**config.mk**
```make
export PLATFORM = sky130hd
export DESIGN_NAME = tdm_demux
export DESIGN_NICKNAME = d
export VERILOG_FILES = /design/src/rtl/tdm_demux_pkg.sv /design/src/rtl/tdm_slot_ctr.sv /design/src/rtl/tdm_demux.sv
export SDC_FILE = /design/constraint.sdc
export NUM_CORES = 1
export LEC_CHECK = 0
export ABC_AREA = 1
export CORE_ASPECT_RATIO = 0.8
export CORE_MARGIN = 10
export CORE_UTILIZATION = 49
export DETAILED_ROUTE_END_ITERATION = 8
export GPL_TIMING_DRIVEN = 0
export HOLD_SLACK_MARGIN = 0.05
export PLACE_DENSITY = 0.82
export REMOVE_ABC_BUFFERS = 1
export SLEW_MARGIN = 20
export SYNTH_ARGS = -nofsm -noshare
export SYNTH_HDL_FRONTEND = slang
export SYNTH_SLANG_ARGS = --single-unit
```
**constraint.sdc**
```tcl
create_clock -name clk -period 1.8 [get_ports clk]
set_input_delay 0.36 -clock clk [delete_from_list [all_inputs] [get_ports clk]]
set_output_delay 0.36 -clock clk [all_outputs]
set_load 0.01 [all_outputs]
```
**src/rtl/tdm_demux_pkg.sv**
```systemverilog
// Shared types and helpers for the TDM receive demultiplexer.
// Build option: TDM_DEMUX_STRICT_SYNC_EN (fsync required on every slot 0).
package tdm_demux_pkg;

   typedef enum logic {
      HUNT = 1'b0,
      RUN  = 1'b1
   } state_t;

   // Slot index width; N below 2 still gets one bit.
   function automatic int slot_w(input int n);
      return (n < 2) ? 1 : $clog2(n);
   endfunction

endpackage

```
**src/rtl/tdm_slot_ctr.sv**
```systemverilog
// Wrapping 0..N-1 slot counter with load-to-0 and load-to-1.
module tdm_slot_ctr
   import tdm_demux_pkg::*;
#(
   parameter int N  = 2,
   parameter int SW = slot_w(N)
) (
   input  logic          clk,
   input  logic          rst_n,
   input  logic          en,
   input  logic          ld0,
   input  logic          ld1,
   output logic [SW-1:0] q
);

   localparam logic [SW-1:0] LAST = SW'(N - 1);

   always_ff @(posedge clk or negedge rst_n) begin
      if (!rst_n) begin
         q <= '0;
      end else if (ld0) begin
         q <= '0;
      end else if (ld1) begin
         q <= SW'(1);
      end else if (en) begin
         q <= (q == LAST) ? '0 : q + SW'(1);
      end
   end

endmodule

```
**src/rtl/tdm_demux.sv**
```systemverilog
// Time-division demultiplexer: frame alignment, shadow capture, atomic output.
// Build option: TDM_DEMUX_STRICT_SYNC_EN (slot 0 without fsync drops lock).
module tdm_demux
   import tdm_demux_pkg::*;
#(
   parameter int W = 8,
   parameter int N = 2,
   localparam int SW = slot_w(N)
) (
   input  logic           clk,
   input  logic           rst_n,
   input  logic [W-1:0]   din,
   input  logic           din_vld,
   input  logic           fsync,
   output logic [N*W-1:0] dout,
   output logic           dout_vld,
   output logic [SW-1:0]  slot,
   output logic           locked,
   output logic           err,
   input  logic           err_clr
);

   localparam logic [SW-1:0] LAST = SW'(N - 1);

   state_t       state;
   logic [W-1:0] shadow [N-1];
   logic         go;
   logic         early;
   logic         drop;
   logic         take;
   logic         last;

   assign go    = din_vld & fsync & (state == HUNT);
   assign early = din_vld & fsync & (state == RUN) & (slot != '0);
`ifdef TDM_DEMUX_STRICT_SYNC_EN
   assign drop  = din_vld & ~fsync & (state == RUN) & (slot == '0);
`else
   assign drop  = 1'b0;
`endif
   assign take  = din_vld & (state == RUN) & ~early & ~drop;
   assign last  = take & (slot == LAST);

   assign locked = (state == RUN);

   tdm_slot_ctr #(
      .N  (N),
      .SW (SW)
   ) u_ctr (
      .clk   (clk),
      .rst_n (rst_n),
      .en    (take),
      .ld0   (drop),
      .ld1   (go | early),
      .q     (slot)
   );

   always_ff @(posedge clk or negedge rst_n) begin
      if (!rst_n) begin
         state    <= HUNT;
         dout_vld <= 1'b0;
         err      <= 1'b0;
      end else begin
         dout_vld <= last;
         unique case (state)
            HUNT: if (go) state <= RUN;
            RUN:  if (drop) state <= HUNT;
         endcase
         if (early | drop) begin
            err <= 1'b1;
         end else if (err_clr) begin
            err <= 1'b0;
         end
      end
   end

   // Final slot bypasses its shadow straight into dout.
   always_ff @(posedge clk or negedge rst_n) begin
      if (!rst_n) begin
         for (int k = 0; k < N - 1; k++) begin
            shadow[k] <= '0;
         end
         dout <= '0;
      end else begin
         for (int k = 0; k < N - 1; k++) begin
            if (((go | early) && (k == 0)) ||
                (take && (slot == SW'(k)))) begin
               shadow[k] <= din;
            end
         end
         if (last) begin
            for (int k = 0; k < N - 1; k++) begin
               dout[k*W +: W] <= shadow[k];
            end
            dout[(N-1)*W +: W] <= din;
         end
      end
   end

endmodule

```
==> summary.md, run 1 <==
| Metric | Value |
|---|---|
| CTS tree | `built` |
| Worst Setup End Kind | `output port` |
| CP max stage cell | `clkdlybuf4s50_1` |
| Max-slew headroom | `about three fifths` |
| Worst Path Max Fanout | `4` |
| Buffers & Inverters on Critical Path | `1` |
| DR vias | `around 890` |
| Clock skew | `around 0.0035 ns` |
| Vias/cell | `between 4 and 5` |
| H-tree depth | `1` |
| Post_cts resized | `0` |
| Post-Synthesis Cell Area | `about 1100 um2` |
| Post-DRT Antenna Nets | `0` |
| Sequential fraction of design power | `52.2%` |
| Commonest cells after routing, fill and taps aside | `nand2_1 (52), clkdlybuf4s50_1 (31), dfrtp_1 (28), nand3_1 (25), inv_1 (4)` |
| Buffers on Ports | `32` |
| Clock group share of total power | `a little under a fifth` |
| Final hold violation count | `0` |
| DRT iter0 DRCs | `62` |
| Net Sw Frac | `28.99%` |
| Number of diodes | `0` |
| Full die area | `4631 um2` |
| Fill cells | `between 150 and 200` |
| Clk buf depth | `2` |
| Clk slew on worst S/H paths | `roughly 0.14 ns` |
| Initial antenna violation count | `0` |
| Std-Cell Rows | `15` |
| Clock buffer count from CTS | `3` |
| CP Data Required Time | `~1.4 ns` |
| Peak per-stage delay on the critical path | `~0.56 ns` |
| Tcrit/Tclk final | `between 90% and 100%` |
| Vias in the first global route | `903` |
| Hold Path Class | `register to register` |
| TNS Setup | `0 ns` |
| Core area | `around 2200 um2` |
| Total Wirelength | `around 2.5 mm` |
| Seq cells post-synth | `28` |
| Max Cap Viol | `0` |
| Fmax | `about 600 MHz` |
| First-pass GRT wire length | `4.229 mm` |
| Post-CTS Setup Inserts | `0` |
| Post-synthesis sequential area ratio | `between 60% and 70%` |
| Wire length per cell | `between 10 and 15 um` |
| Area grow syn2layout | `32.08%` |
| Yosys cell types | `13` |
| Psw | `452.0 uW` |
| Die height | `about 63 um` |
| Setup violations, final | `0` |
| Die W | `around 74 um` |
| Syn avg cell area | `between 9 and 10 um2` |
| Placed cell area | `approximately 1400 um2` |
| Tightest Pin Transition | `0.6028 ns` |
| Nets@finish | `between 150 and 200` |
| Most common cell after layout, fill and taps aside | `nand2_1` |
| Crit path cell chain | `clkdlybuf4s50_1` |
| Post-Syn Instances | `120` |
| Combinational power share | `approximately 29%` |
| RSZ-0062 raised after global routing | `false` |
| Fin area | `roughly 1500 um2` |
| Worst path top cell family by delay | `buffers and inverters` |
| CTS Root Cell | `clkbuf_4` |
| Layout cells sized above 1 | `approximately 6.5%` |
| Leakage | `0.0007715 uW` |
| Congestion Overflow GR | `0` |
| Starting density of the core | `~52%` |
| Pwr Density | `approximately 1000 nW/um2` |
| Routability cong. | `roughly 0.74` |
| Number of detailed-route iterations in the first pass | `4` |
| Tot GR Track Use | `11.04%` |
| Synth warn | `0` |
| Critical path class | `register to output port` |
| Pint | `1107 uW` |
| Largest net degree at the start of global routing | `29` |
| Drt drc | `0` |
| Clock Sinks | `28` |
| Status | `complete, no violations` |
| Max IR drop VDD | `between 0.6 and 0.7 mV` |
| Final Critical Period | `between 1.5 and 2 ns` |
| Cts hold-fix bufs | `1` |
| Final Slew Violations | `0` |
| Detailed Place HPWL | `roughly 1.7 mm` |
| Critical path launch point type | `register` |
| Ports | `33` |
| Critical path arrival | `about 1.3 ns` |
| Clk_lat worst skew | `0.32 ns` |
==> cells by family after synthesis <==
logic type | synth area share (%)
and+or+nand+nor | 32.08
DFF | 62.15
buffers and inverters | 4.771
AOI/OAI and AO/OA | 0.9988
==> state kept, by name, indices dropped and copies added, names as in the netlist <==
signal and flops:
dout 16, shadow 8, dout_vld 1, err 1, locked 1, u_ctr.q 1
==> per-layer routing <==
layer	vias up	GRT usage, %	routed length (um)
met5	-	0	0
met4	0	1.395	9
met3	2	6.508	287
met2	26	17.77	1115
met1	412	12.51	1051
li1	446	-	-
==> cell usage after synthesis <==
| master | n | area share (%) |
|---|---|---|
| buf_2 | 1 | 0.44 |
| buf_4 | 2 | 1.3 |
| buf_6 | 1 | 1.0 |
| dfrtp_1 | 28 | 62 |
| inv_1 | 4 | 1.3 |
| inv_2 | 2 | 0.67 |
| nand2_1 | 52 | 17 |
| nand2_4 | 1 | 1.0 |
| nand3_1 | 25 | 11 |
| nand3_2 | 1 | 0.89 |
| nor2_8 | 1 | 1.8 |
| o21ai_0 | 1 | 0.44 |
| o22ai_1 | 1 | 0.56 |
==> metrics by stage <==
stage               util [%]  hold WS, ns  setup slack [ns]  cells  total power [uW]
floorplan                  -      0.06441            0.7260    116              1005
global placement       66.49       0.4536          -0.01736    173              1267
detailed placement     66.26       0.4119          -0.03579    173              1283
CTS                    68.39       0.4924            0.1067    178              1589
global route           68.39       0.5121           0.03748    178              1667
finish                 68.39       0.4864            0.1318    178              1559
==> power by group through the flow <==
stage / Clock (uW) / Combinational, uW / Sequential [uW]
floorplan: 0 / 139 / 865
global placement: 0 / 448 / 819
detailed placement: 0 / 456 / 827
CTS: 315 / 459 / 815
global route: 336 / 499 / 832
finish: 299 / 447 / 813
==> final cells by class <==
cell class | count | area [um2] | share of cell area (%)
Inverter | 6 | 22.52 | 1.513
Clock buffer | 4 | 36.28 | 2.437
Timing Repair Buffer | 33 | 325.3 | 21.85
Sequential cell | 28 | 700.7 | 47.06
Tap cell | 25 | 31.28 | 2.101
Multi-Input combinational cell | 82 | 372.9 | 25.04
==> worst paths after layout <==
check | startpoint | slack, ns | end | depth (start not counted)
min in group asynchronous | rst_n | 0.56 | dout[6] | 2
max in group asynchronous | rst_n | 0.86 | dout_vld | 2
setup / recovery | locked | 0.13 | locked | 1
setup reg to reg | u_ctr.q | 0.58 | shadow[4] | 5
hold reg to reg | dout[5] | 0.49 | dout[5] | 2
hold / removal | dout[5] | 0.49 | dout[5] | 2
No activity file was read; power rests on OpenSTA's default activity.
==> inputs of run 2 (changes only) <==
--- a/config.mk
+++ b/config.mk
@@ -6,6 +6,7 @@
 export NUM_CORES = 1
 export LEC_CHECK = 0
 export ABC_AREA = 1
+export ABC_CLOCK_PERIOD_IN_PS = 1800
 export CORE_ASPECT_RATIO = 0.8
 export CORE_MARGIN = 10
 export CORE_UTILIZATION = 49
==> constraint.sdc (replaced) <==
create_clock -name clk -period 1.8 [get_ports clk]
set_input_delay 0.27 -clock clk [delete_from_list [all_inputs] [get_ports clk]]
set_output_delay 0.27 -clock clk [all_outputs]
set_load 0.01 [all_outputs]
==> results of run 2 <==
Same layout as run 1 (identical final DEF). Status: complete, no violations.
Among the figures that moved: setup slack after placement -0.03579 ns -> 0.05421 ns; setup slack after layout 0.1318 ns -> 0.2218 ns; hold slack 0.4864 ns -> 0.4674 ns
